$ cat src/rtl/bist_pkg.sv
`default_nettype none
// ============================================================================
// Module      : bist_pkg
// Description : Shared definitions for the BIST sender/receiver pair: LFSR
//               polynomial and width, pattern generation helpers, FSM states.
// Revision    : 1.0 - initial release
// ============================================================================
package bist_pkg;

  localparam int unsigned LFSR_WIDTH = 32;
  localparam logic [LFSR_WIDTH-1:0] LFSR_POLY = 32'h80200003;

  typedef enum logic [1:0] {
    ST_IDLE = 2'd0,
    ST_RUN  = 2'd1,
    ST_DONE = 2'd2
  } bist_state_e;

  // One Galois step: shift right, fold the polynomial in when a one drops out.
  function automatic logic [LFSR_WIDTH-1:0] lfsr_next(input logic [LFSR_WIDTH-1:0] s);
    logic [LFSR_WIDTH-1:0] r;
    r = s >> 1;
    if (s[0]) begin
      r = r ^ LFSR_POLY;
    end
    return r;
  endfunction

  // Bit idx of the pattern bus: the LFSR state replicated LSB-first.
  function automatic logic expand(input logic [LFSR_WIDTH-1:0] s, input int unsigned idx);
    logic [4:0] sel;
    sel = 5'(idx % LFSR_WIDTH);
    return s[sel];
  endfunction

endpackage : bist_pkg
`default_nettype wire

$ cat src/rtl/bist_lfsr.sv
`default_nettype none
// ============================================================================
// Module      : bist_lfsr
// Description : Seeded Galois LFSR that steps once per cycle when advance is
//               high. Shared by the BIST sender and receiver.
// Revision    : 1.0 - initial release
// ============================================================================
module bist_lfsr
  import bist_pkg::*;
#(
  parameter logic [LFSR_WIDTH-1:0] SEED  = 32'hdeadbeef,
  parameter int unsigned           WIDTH = LFSR_WIDTH
) (
  input  logic             clk,
  input  logic             reset,
  input  logic             advance,
  output logic [WIDTH-1:0] state
);

  // The step function is only defined for the package LFSR width.
  if (WIDTH != LFSR_WIDTH) begin : g_width_check
    $error("bist_lfsr: WIDTH must equal LFSR_WIDTH");
  end

  logic [WIDTH-1:0] state_q;

  // State register: reloads the seed on reset, steps on advance.
  always_ff @(posedge clk or posedge reset) begin
    if (reset) begin
      state_q <= SEED;
    end else if (advance) begin
      state_q <= lfsr_next(state_q);
    end
  end

  assign state = state_q;

endmodule : bist_lfsr
`default_nettype wire

$ cat src/rtl/bist_receiver.sv
`default_nettype none
// ============================================================================
// Module      : bist_receiver
// Description : Checks TEST_CASES back-to-back LFSR patterns arriving on
//               input_channels after a start pulse and reports a registered
//               verdict (done/pass), saturating error count, index of the
//               first failing pattern and a sticky per-channel mismatch mask.
// Revision    : 1.0 - initial release
// ============================================================================
module bist_receiver
  import bist_pkg::*;
#(
  parameter int unsigned           TEST_CHANNELS = 70,
  parameter logic [LFSR_WIDTH-1:0] SEED          = 32'hdeadbeef,
  parameter int unsigned           TEST_CASES    = 1000
) (
  input  logic                              clk,
  input  logic                              reset,
  input  logic                              start,
  input  logic [TEST_CHANNELS-1:0]          input_channels,
  output logic                              done,
  output logic                              pass,
  output logic [15:0]                       error_count,
  output logic [$clog2(TEST_CASES+1)-1:0]   first_fail_index,
  output logic [TEST_CHANNELS-1:0]          mismatch_mask
);

  localparam int unsigned      IDX_W    = $clog2(TEST_CASES + 1);
  localparam logic [IDX_W-1:0] LAST_IDX = IDX_W'(TEST_CASES - 1);
  localparam logic [15:0]      ERR_MAX  = 16'hFFFF;

  // An all-zero seed locks the LFSR at zero, so it can never match the sender.
  if (SEED == '0) begin : g_seed_check
    $error("bist_receiver: SEED must be non-zero");
  end

  if (TEST_CASES < 1) begin : g_cases_check
    $error("bist_receiver: TEST_CASES must be at least 1");
  end

  bist_state_e              state_q, state_d;
  logic [IDX_W-1:0]         case_q, case_d;
  logic                     done_q, done_d;
  logic                     pass_q, pass_d;
  logic [15:0]              err_q, err_d;
  logic [IDX_W-1:0]         ff_q, ff_d;
  logic [TEST_CHANNELS-1:0] mask_q, mask_d;

  logic                     check;
  logic                     last_case;
  logic [LFSR_WIDTH-1:0]    lfsr_state;
  logic [TEST_CHANNELS-1:0] expected;
  logic [TEST_CHANNELS-1:0] diff;

  // The LFSR holds the expected state for the case currently being checked;
  // it steps in lock-step with every comparison.
  bist_lfsr #(
    .SEED  (SEED),
    .WIDTH (LFSR_WIDTH)
  ) u_lfsr (
    .clk     (clk),
    .reset   (reset),
    .advance (check),
    .state   (lfsr_state)
  );

  for (genvar i = 0; i < int'(TEST_CHANNELS); i++) begin : g_expand
    assign expected[i] = expand(lfsr_state, i);
  end

  assign diff      = input_channels ^ expected;
  assign last_case = (case_q == LAST_IDX);

  // Next-state logic: a comparison happens on the start edge and on every RUN edge.
  always_comb begin
    state_d = state_q;
    case_d  = case_q;
    check   = 1'b0;
    unique case (state_q)
      ST_IDLE: check = start;
      ST_RUN:  check = 1'b1;
      ST_DONE: check = 1'b0;
      default: state_d = ST_IDLE;
    endcase
    if (check) begin
      case_d  = case_q + 1'b1;
      state_d = last_case ? ST_DONE : ST_RUN;
    end
  end

  // Verdict accumulation; pass is resolved on the same edge that sets done.
  always_comb begin
    done_d = done_q;
    pass_d = pass_q;
    err_d  = err_q;
    ff_d   = ff_q;
    mask_d = mask_q;
    if (check && (diff != '0)) begin
      if (err_q != ERR_MAX) begin
        err_d = err_q + 16'd1;
      end
      if (err_q == 16'd0) begin
        ff_d = case_q;
      end
      mask_d = mask_q | diff;
    end
    if (check && last_case) begin
      done_d = 1'b1;
      pass_d = (err_d == 16'd0);
    end
  end

  // Control and verdict registers, cleared asynchronously by reset.
  always_ff @(posedge clk or posedge reset) begin
    if (reset) begin
      state_q <= ST_IDLE;
      case_q  <= '0;
      done_q  <= 1'b0;
      pass_q  <= 1'b0;
      err_q   <= 16'd0;
      ff_q    <= '0;
      mask_q  <= '0;
    end else begin
      state_q <= state_d;
      case_q  <= case_d;
      done_q  <= done_d;
      pass_q  <= pass_d;
      err_q   <= err_d;
      ff_q    <= ff_d;
      mask_q  <= mask_d;
    end
  end

  assign done             = done_q;
  assign pass             = pass_q;
  assign error_count      = err_q;
  assign first_fail_index = ff_q;
  assign mismatch_mask    = mask_q;

endmodule : bist_receiver
`default_nettype wire

$ cat config.mk
export PLATFORM = sky130hd
export DESIGN_NAME = bist_receiver
export DESIGN_NICKNAME = d
export VERILOG_FILES = /design/src/rtl/bist_pkg.sv /design/src/rtl/bist_lfsr.sv /design/src/rtl/bist_receiver.sv
export SDC_FILE = /design/constraint.sdc
export NUM_CORES = 1
export LEC_CHECK = 0
export CAP_MARGIN = 30
export CORE_MARGIN = 2
export CORE_UTILIZATION = 50
export CTS_BUF_LIST = sky130_fd_sc_hd__clkbuf_2 sky130_fd_sc_hd__clkbuf_4 sky130_fd_sc_hd__clkbuf_8
export CTS_CLUSTER_DIAMETER = 80
export DETAILED_ROUTE_END_ITERATION = 12
export PLACE_DENSITY = 0.82
export SKIP_LAST_GASP = 1
export SLEW_MARGIN = 25
export SYNTH_ARGS = -nofsm -noshare
export SYNTH_HDL_FRONTEND = slang
export SYNTH_SLANG_ARGS = --single-unit
$ cat constraint.sdc
create_clock -name clk -period 5.4 [get_ports clk]
set_clock_uncertainty 0.15 [all_clocks]
set_input_delay 1.08 -clock clk [delete_from_list [all_inputs] [get_ports clk]]
set_output_delay 1.08 -clock clk [all_outputs]
set_load 0.005 [all_outputs]
Yosys cells after proc, flatten, opt, wreduce, memory -nomap -nowiden
Cells that the tools add are included.

operators by class
  add/sub/neg operators = 2
  eq/ne operators = 5
  muxes and demuxes = 7
  bitwise logic cells = 3
  reduce and logical (&&, ||, !) cells = 8

operators by type and width
  cell                                                    count
  OR 70 bit                                               1
  nonzero test 70 bit                                     1
  XOR 70 bit                                              1
  logical NOT 16 bit                                      2
  2-to-1 mux 16 bit                                       2
  2-to-1 mux 32 bit                                       1
  adder 16 x 1 -> 16 bit (second input constant)          1
  inequality test 16 bit (second input constant)          1
  adder 10 x 1 -> 10 bit (second input constant)          1
  equality test 10 bit (second input constant)            1
  2-to-1 mux 2 bit                                        3
  NOT 3 -> 4 bit                                          1
  OR reduction 3 bit                                      1
  equality test 2 x 1 -> 1 bit (second input constant)    1
  equality test 2 bit (second input constant)             1
  logical AND 1 bit                                       2
  logical NOT 2 bit                                       1
  inequality test 2 x 1 -> 1 bit (second input constant)  1
  one-hot mux 1 bit (2 select lines)                      1
  AND reduction 2 bit                                     1

storage, ports and cells
  flip-flop bits (word level) = 142
  input port bits = 73
  output and inout bits = 98
  logic and storage cells = 33

Longest topological paths before layout
  depth after elaboration = 5
  depth in mapped cells = 12
  mapped depth without buffers = 10

By module
From an unflattened synthesis, not the netlist that was laid out.

unflattened totals
  cells, all modules = 527
  area, all modules = 6616.3 um^2

by module, submodules not included
  module         times used  cells each  area an instance (um^2)  sequential area each (um^2)
  bist_receiver  1           453         5251.3                   2752.6
  bist_lfsr      1           74          1365.1                   830.8

Least setup slack after synthesis
OpenSTA, ideal clock, no wires.

  kind = input to register
  from = input input_channels[26]
  to = register pass_q (netlist: pass)
  library setup time = 0.076 ns
  arrival time = 3.275 ns
  required time = 5.174 ns
  slack = 1.899 ns
  stages = 10
  buffers on the path = 1
  cells stage by stage = or3_1 -> a222oi_1 -> nand3_1 -> or3_1 -> buf_2 -> o21ai_0 -> mux2_2 -> nor4_2 -> nand4b_1 -> o21ai_1

on the way
  word-level cells in the longest chain between the ends = 5

ends and longest elaborated chain
  what                  RTL line              text
  from (decl)           bist_receiver.sv:20   input logic [TEST_CHANNELS-1:0] input_channels,
  XOR 70 bit            bist_receiver.sv:71   assign diff = input_channels ^ expected;
  nonzero test 70 bit   bist_receiver.sv:98   if (check && (diff != '0)) begin
  logical AND 1 bit     bist_receiver.sv:98
  2-to-1 mux 16 bit     bist_receiver.sv:98
  via err_d[14]         bist_receiver.sv:45   logic [15:0] err_q, err_d;
  logical NOT 16 bit    bist_receiver.sv:109  pass_d = (err_d == 16'd0);
  to (signal assigned)  bist_receiver.sv:127  pass_q <= pass_d;
  to (decl)             bist_receiver.sv:44   logic pass_q, pass_d;

The timed path passes the listed nets, and every way through them passes these cells.
A chain may end at the register's enable or synchronous reset.

Worst setup path in the final report
Ends and elaborated chain as after synthesis.

==> results summary <==
The final layout contains routed wiring with a total length of 17500 microns. Internal power comes to 1640 uW. Setup repair after global routing left no endpoint under its margin. The delay of the slowest critical-path stage is 480 ps. Global routing used 26.1% of the available tracks. The number of detailed-route iterations in the first pass came out at 4. The worst setup path is of the in2reg kind.

Once routing completed, OpenROAD measured the worst setup slack at 1470 ps. The cell family contributing the most delay on the critical path is simple AND/OR/NAND/NOR gates. The root buffer cell chosen for the clock tree is clkbuf_8. The area taken by flip-flops and latches is 3580 sq um. The capture endpoint of the worst hold path is mismatch_mask[2]. The worst-case headroom to the max-slew limit is 45.6%. The compound-cell area share of the yosys netlist is 10.8%. The HPWL after detailed placement is 12800 microns. The number of fill cells is 978.

The number of vias after detailed routing came out at 5039. The number of distinct library cell variants in the gate-level netlist after synthesis came out at 43. The initial detailed-routing violation count is 316. The final max-slew violation count is 0.

Global routing finished with a remaining overflow of 0. The number of standard cells in the layout, taps in and fillers out is 940. For the worst setup path, the data required time is 5630 ps. The post-synthesis xor/xnor area fraction is 13.1%.

171 I/O pins were placed. The critical path capture point type is a register. The flow ran to the end, and the final reports show no timing, DRC or antenna violations.

In this run, the clock network consumes 38.9% of the power. Prior to clock tree synthesis, the placed netlist has a worst setup slack of 1010 ps. The number of nets in the finished design came out at 831.

The hold buffer count at cts came out at 0. The final antenna-violating net count is 0. Yosys mapped a number of flops with a built-in enable equal to 0. The initial antenna violation count was 0. The final period utilization came out at 72.8%.

The total setup buffers inserted after CTS came out at 0. The proportion of synthesized chip area in sequential cells came out at 55.7%. The initial standard-cell utilization of the core came out at 51.2%.

The ratio of routed vias to standard cells is 5.36. The share of async-settable or async-resettable flops after synthesis came out at 100%. Dividing the detail-routed wire length by the instance count gives 18.6 microns. The core area is 12600 sq um.

The mapped netlist covers 6440 sq um. The width of the chip came out at 117 microns. The fraction of layout instances using a drive strength above 1 came out at 11.1%. The sum of negative setup slack came out at 0 ps. The cell depth of the worst hold path came out at 1. In this run the most critical hold path is launched from mismatch_mask[2]. The min-delay analysis places its worst path in the category reg2reg. The later pin in the worst-skew pair is clocked with a latency of 450 ps. Entering global routing, the biggest net connects 71 pins. At the pin with the least slew margin, the transition time is 812 ps. STA classifies the critical path startpoint as a primary input.

The area used by multi-input combinational logic came out at 2700 sq um. The gate count after technology mapping came out at 589. The switching share of total power is 23.5%. The most used flip-flop cell after synthesis is dfrtp_1.

The final hold violation count is 0. The number of placed instances with taps included is 908. The synthesized netlist devotes 0.583% of its cell area to adder and majority cells. The post-synthesis share of cell area spent on and, or, nand and nor gates came out at 14.4%. Setup violations remaining at the end of the flow were counted as 0. The signal arrival time at the worst endpoint came out at 4160 ps.

The proportion of synthesized area in mux cells came out at 2.76%. In this run the core area contains 41 standard-cell rows. Dividing the synthesized area by the synthesized cell count gives 10.9 sq um. The design draws 2150 uW.

For this run, the top clock speed supported by timing is 0.254 GHz. The leakage power figure is 0.00440 uW. Counting cells, the worst reg-to-reg path comes to 9. The number of sinks on the clock net is 142.

The combinational share of power came out at 9.4%. The relative contribution of sequential cells to total power is 51.7%. CTS built an H-tree with a depth of 4. Traced cell by cell, the critical path runs through clkdlybuf4s50_1, or3_1, a222oi_1, nand3_1, or3_1, o21ai_0, mux2_2, nor4_2, nand4b_1, o21ai_1. The final weighted congestion in routability-driven placement is 0.848. The number of cells upsized or downsized after cts is 0.

For this run, design rule violations remaining after detail routing come to 0. In this run the critical register-to-register path is captured at pass. TritonCTS built the clock tree.

The tool flagged a number of max-cap violations equal to 0. The relative area change from synthesis to final layout came out at 35.2%. The number of buffers and inverters on the critical path is 1. The most common cell type on the critical path is or3_1.

Along the worst path, the maximum fanout reaches 9. The global-route wire length before repair came out at 28000 microns. Clock-pin slew was measured on the worst setup and hold paths at 80 ps. The count of synthesis-stage warnings from yosys is 0. The die area came out at 13800 sq um.

Once layout is complete, the utilization of the core stands at 69.2%. The via count of the first global-routing pass came to 5413. The register-to-register setup slack came out at 2050 ps. Synthesis inferred 142 register bits. In this run the critical register-to-register path is launched from u_lfsr.state[25]. Input and output buffers added on the ports amount to 170. The clock buffer count from CTS came out at 17. The maximum root-to-sink buffer count came out at 2. The number of inserted diodes is 0. The switching power summed over all nets came out at 503 uW.

The total power divided by cell area is 247 nW/um^2. The worst supply voltage drop on vdd came out at 0.000184 V. The time the final worst path needs with I/O delays and setup came out at 3930 ps. After synthesis, the largest family of logic cells by area is simple AND/OR/NAND/NOR gates. The net count after synthesis came out at 665. The die span in y is 117 microns. The slowest stage of the critical path is the a222oi_1 cell.
## state kept, by name, summed over array words and instances (netlist names)
signal            count
pass                  1
u_lfsr.state         32
mismatch_mask        70
done                  1
first_fail_index     10
state_q               2
error_count          16
case_q               10
## cell families (layout without fill, tap and decap cells)
logic type                 count (synthesis)  count (layout)
DFF                                      142             142
buffers and inverters                     40             219
xor gates and xnor gates                  96              96
muxes                                     16              16
AOI/OAI and AO/OA                         94              94
and+or+nand+nor                          198             198
adders and majority gates                  3               3
## area by class of cell
cell class,count,share of cell area (%)
multi-input combinational,407,31.1
tap,172,2.47
sequential,142,41.2
inverter,12,0.575
timing repair buffer,175,20.2
clock buffer,23,3.57
clock inverter,9,0.949
## how the worst max path moves through the flow
stage	from	cells after the start	slack, ps	end
2_1_floorplan	reset	1	400	case_q[0]
3_3_place_gp	input_channels[26]	10	1120	pass
3_5_place_dp	input_channels[26]	10	1010	pass
4_1_cts	input_channels[26]	10	1480	pass
5_1_grt	input_channels[26]	10	1260	pass
6_report	input_channels[26]	10	1470	pass
## per-stage QoR
stage          instance area, sq um  hold slack [ps]
5_1_grt                        8700              325
6_report                       8700              306
2_1_floorplan                  6440              292
4_1_cts                        8700              310
3_5_place_dp                   8310              293
3_3_place_gp                   8280              287
## synthesized netlist by cell type, drive strengths merged (3+ instances only)
cell    count  area, sq um
nand2     110          415
nand4      10         62.6
dfstp      24          631
and4        3         26.3
nand3      12         60.1
and3        5         31.3
or4         4         30.0
xor2       75          657
a21o       70          526
mux2       14          158
nand2b      3         18.8
ha          3         37.5
inv        12         45.0
buf         6         42.5
nor3        7         40.0
nor4       21          138
clkbuf     22         82.6
nor2       16         60.1
xnor2      21          184
or3         4         25.0
o21ai       9         48.8
dfrtp     118         2950
## metal layers
layer  vias up  global-route usage (%)  routed length, microns
met2       205                    43.2                    8570
met1      2460                    30.8                    7020
met5         -                       0                       0
li1       2324                       -                       -
met3        50                    7.51                    1200
met4         0                    13.9                     702
## power by group through the flow
stage / combinational [uW] / sequential [uW] / clock (uW)
floorplan: 59.1 / 1130 / 0
global placement: 196 / 1130 / 0
detailed placement: 204 / 1130 / 0
CTS: 205 / 1110 / 848
global route: 218 / 1110 / 889
finish: 202 / 1110 / 834
## cells in the final DEF (no fill, tap or decap), types with 3 or more instances in the layout
master,n
mux2_2,14
or4_1,4
and4_1,3
nor3_1,6
clkinv_2,4
buf_4,4
nand4_1,10
clkdlybuf4s50_1,170
dfstp_2,24
inv_1,11
clkbuf_8,22
ha_1,3
xor2_1,75
o21ai_0,6
dfrtp_1,118
nand2b_1,3
nor4_1,20
nand2_1,109
or3_1,4
nand3_1,12
and3_1,5
xnor2_1,21
nor2_1,15
a21o_1,70
No activity file was read; power rests on OpenSTA's default activity.
==> variant 1 (same flow settings) <==
Take the reset off `ff_q` and load it in a clocked block of its own.
--- a/src/rtl/bist_receiver.sv
+++ b/src/rtl/bist_receiver.sv
@@ -118,7 +118,6 @@
       done_q  <= 1'b0;
       pass_q  <= 1'b0;
       err_q   <= 16'd0;
-      ff_q    <= '0;
       mask_q  <= '0;
     end else begin
       state_q <= state_d;
@@ -126,9 +125,12 @@
       done_q  <= done_d;
       pass_q  <= pass_d;
       err_q   <= err_d;
-      ff_q    <= ff_d;
       mask_q  <= mask_d;
     end
+  end
+
+  always_ff @(posedge clk) begin
+    ff_q <= ff_d;
   end
 
   assign done             = done_q;
Behaviour: differs if reset is asserted again (counterexample within 4 cycles, from zero or initial values and one cycle with reset high); with reset held inactive, the same outputs for 10 cycles.
==> variant 1 against the original RTL <==
  * Area after synthesis is 0.68% higher
  * Design area rose by 0.70%
  * Critical path type unchanged
  * Power fell by 2.3%
  * Routed wire length is 5.9% lower
  * Sequential share of layout area up 0.28 points
  * Global-route usage decreased by 1.3 points
  * Sequential power shrank 4%
  * Highest routed layer unchanged
  * Sequential cell count is the same
  * Register-to-register slack got worse by 0.17 ns
  * Setup slack gained 0.035 ns
==> variant 1: results (changes against the original RTL) <==
Status = completed (unchanged)
Worst reg2reg path depth = 9 (unchanged)
First-pass GRT wire length = 26900 um (was 27960 um)
Detailed placer's ending HPWL = 11970 um (was 12840 um)
Port bufs = 170 (unchanged)
Largest register FFs = 70 (unchanged)
Critical path arrival = 4.09 ns (was 4.16 ns)
Crit-path max FO = 22 (was 9)
TritonCTS Buffers = 17 (unchanged)
Yosys cell types = 47 (was 43)
Post-CTS setup buffers = 0 (unchanged)
Drt wl/cell = 17.41 um (was 18.60 um)
Starting DRT DRC Count = 409 (was 316)
Nets = 836 (was 831)
Pre-Repair DR Iteration Count = 4 (unchanged)
Ys async rst share = 0.9296 (was 1.000)
Max-slew headroom = 0.4943 (was 0.4556)
Synth top area cells = dfrtp_1 42%, xor2_1 10%, dfstp_2 9.7%, a21o_1 8.1%, nand2_1 6.3% (was dfrtp_1 46%, xor2_1 10%, dfstp_2 9.8%, a21o_1 8.2%, nand2_1 6.4%)
Slew Viols, Final = 0 (unchanged)
Vias in the first global route = 5212 (was 5413)
Largest buffer count on any clock path = 2 (unchanged)
Initial antenna violation count = 0 (unchanged)
Worst hold-check path type = reg2reg (unchanged)
Post-synth top flop = dfrtp_1 (unchanged)
CTS Root Cell = clkbuf_8 (unchanged)
Clock Latency Late Sink = 0.46 ns
H-tree Lvls = 4 (unchanged)
Synth warn = 0 (unchanged)
Cell Count Post-Placement = 912 (was 908)
Syn nets = 672 (was 665)
Lkg Pwr = 4.671 nW (was 4.397 nW)
GRT Total Usage = 0.2474 (was 0.2607)
Post-synthesis sequential area ratio = 0.5607 (was 0.5568)
Gpl congestion = 0.8696 (was 0.8479)
Mapped Cells = 596 (was 589)
Total grt overflow = 0 (unchanged)
Vias = 5106 (was 5039)
Max Cap Violations = 0 (unchanged)
Area after DPL = 0.008324 sq mm (was 0.008310 sq mm)
Final wirelength = 16460 um (was 17490 um)
Layout cells sized above 1 = 0.09056 (was 0.1107)
Number of synthesized flops with an enable pin = 10 (was 0)
Hold depth = 1 (unchanged)
R2R Setup Slk = 1.88 ns (was 2.05 ns)
Ant diodes = 0 (unchanged)
Largest net degree at the start of global routing = 104 (was 71)
Commonest cells in the synthesized netlist = 109 x nand2_1, 108 x dfrtp_1, 77 x xor2_1 (was 118 x dfrtp_1, 109 x nand2_1, 75 x xor2_1)
Clk pin slew, worst setup/hold paths = 0.07 ns
Maximum vdd drop = 0.1560 mV (was 0.1837 mV)
PostCTS Resize Cnt = 0 (unchanged)
## variant 1: cells by family after synthesis
kind of cell / share of synthesized area
and+or+nand+nor: 0.1579
DFF: 0.5607
AOI/OAI and AO/OA: 0.1149
xor gates and xnor gates: 0.1298
buffers and inverters: 0.02587
muxes: 0.005020
adders and majority gates: 0.005793
## variant 1: area by class of cell
class	instances	area (sq um)
fillers	955	3855
flip-flops and latches	142	3633
multi-input cells	414	2701
repair buffers	175	1752
clock buffers	19	249.0
well taps	172	215.2
clock inverters	13	171.4
inverters	10	42.54
## variant 1: final timing paths
kind,startpoint,end
min in group asynchronous,reset,error_count[2]
max reg2reg,u_lfsr.state[0],pass
min reg2reg,mismatch_mask[9],mismatch_mask[9]
max in group asynchronous,reset,mismatch_mask[44]
max,input_channels[21],pass
min,mismatch_mask[9],mismatch_mask[9]
## variant 1: power by group
group / switching, W / total [W] / internal (W)
clock network: 0.000400 / 0.000907 / 0.000507
registers: 0 / 0.00107 / 0.00107
logic: 0.0000553 / 0.000117 / 0.0000620
total: 0.000455 / 0.00210 / 0.00164
## variant 1: stage by stage
| step | worst slack (ns) | util | hold slack (ns) |
|---|---|---|---|
| finish | 1.502 | 0.6945 | 0.3098 |
| global route | 1.249 | 0.6945 | 0.3243 |
| CTS | 1.528 | 0.6929 | 0.3104 |
| detailed placement | 1.054 | 0.6596 | 0.2937 |
| global placement | 1.104 | 0.6596 | 0.2865 |
| floorplan | 0.6837 | - | 0.2974 |
## variant 1: worst max-delay path: stages
cell and delay [ns]:
clkdlybuf4s50_1 0.47, or3_1 0.38, a22oi_1 0.29, nand3_1 0.14, nor4_1 0.50, a31oi_4 0.34
and2_1 0.37, and4_1 0.23, o2111ai_1 0.20, o21ai_1 0.09
## variant 1: routing by layer
layer / up-vias / part of all wire / routed length (um) / track usage
li1: 2364 / - / - / -
met5: - / 0 / 0 / 0
met2: 208 / 0.48 / 7923 / 0.3964
met4: 0 / 0.027 / 439 / 0.09864
met1: 2501 / 0.40 / 6652 / 0.3047
met3: 33 / 0.087 / 1439 / 0.09109
==> variant 2 (same flow settings) <==
Without the edit above. Change the parameter `TEST_CHANNELS` from 70 to 140.
--- a/src/rtl/bist_receiver.sv
+++ b/src/rtl/bist_receiver.sv
@@ -10,7 +10,7 @@
 module bist_receiver
   import bist_pkg::*;
 #(
-  parameter int unsigned           TEST_CHANNELS = 70,
+  parameter int unsigned           TEST_CHANNELS = 140,
   parameter logic [LFSR_WIDTH-1:0] SEED          = 32'hdeadbeef,
   parameter int unsigned           TEST_CASES    = 1000
 ) (
Ports: changed (resized input_channels and mismatch_mask); port bits go from 171 to 311. The function was not compared with the original's and may differ.
==> variant 2 against the original RTL <==
  * Clock power increased by 80%
  * Highest routed layer unchanged
  * Power up 54%
  * Combinational power increased by 8%
  * Largest cell class unchanged
  * Sequential cell count up 70
  * Area after synthesis increased by 50%
  * Setup slack lost 0.74 ns
  * Synthesized cell count up 46%
  * Routed wire length increased by 75%
  * Design area grew 57%
==> variant 2: results (changes against the original RTL) <==
Syn nets = 1008 (was 665)
Maximum vdd drop = 0.2024 mV (was 0.1837 mV)
Detailed placer's ending HPWL = 22390 um (was 12840 um)
Hold Path Origin = mismatch_mask[69] (was mismatch_mask[2])
Hold_ws = 0.3022 ns (was 0.3064 ns)
Reg-to-reg startpoint = u_lfsr.state[18] (was u_lfsr.state[25])
Crit-path max FO = 80 (was 9)
Status = completed (unchanged)
Gpl congestion = 0.8710 (was 0.8479)
Fill count = 1349 (was 978)
PostCTS Resize Cnt = 0 (unchanged)
CP max stage delay = 0.94 ns (was 0.48 ns)
Routed vias/inst = 5.479 (was 5.361)
GRT Total Usage = 0.3023 (was 0.2607)
Vias = 7912 (was 5039)
Critical path arrival = 4.93 ns (was 4.16 ns)
Clk pin slew, worst setup/hold paths = 0.06 ns (was 0.08 ns)
Yosys cell types = 51 (was 43)
First-pass GRT wire length = 46420 um (was 27960 um)
Commonest cells in the synthesized netlist = 188 x dfrtp_1, 145 x xor2_1, 140 x a21o_1 (was 118 x dfrtp_1, 109 x nand2_1, 75 x xor2_1)
Synth top area cells = dfrtp_1 49%, xor2_1 13%, a21o_1 11%, dfstp_2 6.5%, nand2_1 4.3% (was dfrtp_1 46%, xor2_1 10%, dfstp_2 9.8%, a21o_1 8.2%, nand2_1 6.4%)
Nets = 1305 (was 831)
Worst Hold End = mismatch_mask[69] (was mismatch_mask[2])
Avg Inst Size Synth = 11.18 sq um (was 10.93 sq um)
Layout cells sized above 1 = 0.09890 (was 0.1107)
Initial antenna violation count = 1 (was 0)
TritonCTS Buffers = 36 (was 17)
Clock Latency Late Sink = 0.53 ns (was 0.45 ns)
Drt wl/cell = 21.20 um (was 18.60 um)
Psw = 0.0007605 W (was 0.0005034 W)
Worst reg2reg path depth = 8 (was 9)
Pre-Repair DR Iteration Count = 5 (was 4)
H-tree Lvls = 2 (was 4)
Max-slew headroom = 0.2679 (was 0.4556)
Post-synthesis sequential area ratio = 0.5537 (was 0.5568)
Cell Count Post-Placement = 1381 (was 908)
Reg-to-Reg End = mismatch_mask[63] (was pass)
Crit path max-delay cell type = nor4_1 (was a222oi_1)
Vias in the first global route = 8183 (was 5413)
Largest net degree at the start of global routing = 82 (was 71)
Lkg Pwr = 7.598 nW (was 4.397 nW)
Core Area = 0.01883 sq mm (was 0.01257 sq mm)
## variant 2: changes by cell type in the layout (fill, tap and decap cells not counted), moves of 6 or more
cell and delta:
clkdlybuf4s50_1 +140, a21o_1 +70, dfrtp_1 +70, xor2_1 +70
clkbuf_8 +23, nor4_1 +13, and3_1 +8, clkinv_2 +6
inv_1 -6
## variant 2: routing by layer
| metal | share of wire | GRT usage | routed length [um] |
|---|---|---|---|
| met1 | 0.39 | 0.3846 | 11960 |
| met2 | 0.47 | 0.4800 | 14370 |
| met3 | 0.091 | 0.09121 | 2796 |
| met4 | 0.048 | 0.1339 | 1480 |
| met5 | 0 | 0 | 0 |
## variant 2: per-stage QoR
stage / power, W / utilization / worst slack, ns / cell area, sq um
after floorplan: 0.001690 / - / 1.433 / 9639
after global placement: 0.001835 / 0.6874 / 0.2925 / 12940
after detailed placement: 0.001837 / 0.6876 / 0.3409 / 12950
after CTS: 0.003327 / 0.7272 / 0.8950 / 13690
after global routing: 0.003425 / 0.7272 / 0.7380 / 13690
final: 0.003305 / 0.7273 / 0.7268 / 13700
## variant 2: final cells by class
| type | count | area share |
|---|---|---|
| flip-flops and latches | 212 | 0.3895 |
| multi-input cells | 582 | 0.2969 |
| repair buffers | 321 | 0.2333 |
| clock buffers | 50 | 0.04796 |
| well taps | 260 | 0.02375 |
| clock inverters | 12 | 0.006395 |
| inverters | 6 | 0.001919 |
| diodes | 1 | 0.0001827 |
## variant 2: how the worst max path moves through the flow
stage / from / to / slack [ns] / cells after the start
final: input_channels[82] / mismatch_mask[63] / 0.73 / 9
after global routing: input_channels[82] / mismatch_mask[14] / 0.74 / 9
after detailed placement: input_channels[15] / mismatch_mask[109] / 0.34 / 9
after floorplan: reset / case_q[0] / 1.43 / 1
after global placement: input_channels[76] / mismatch_mask[121] / 0.29 / 9
after CTS: input_channels[15] / mismatch_mask[63] / 0.89 / 9
## variant 2: power groups by stage
stage	registers (W)	logic, W	clock network (W)
4_1_cts	0.00159	0.000221	0.00152
6_report	0.00159	0.000219	0.00150
5_1_grt	0.00159	0.000237	0.00160
3_5_place_dp	0.00162	0.000220	0
2_1_floorplan	0.00162	0.0000718	0
3_3_place_gp	0.00162	0.000217	0
## variant 2: kinds of logic after synthesis
group           share of synthesized area
xor+xnor                           0.1482
simple gates                       0.1223
buf+inv                           0.02779
flops                              0.5537
fa+ha+maj                        0.003896
compound gates                     0.1324
mux                               0.01169
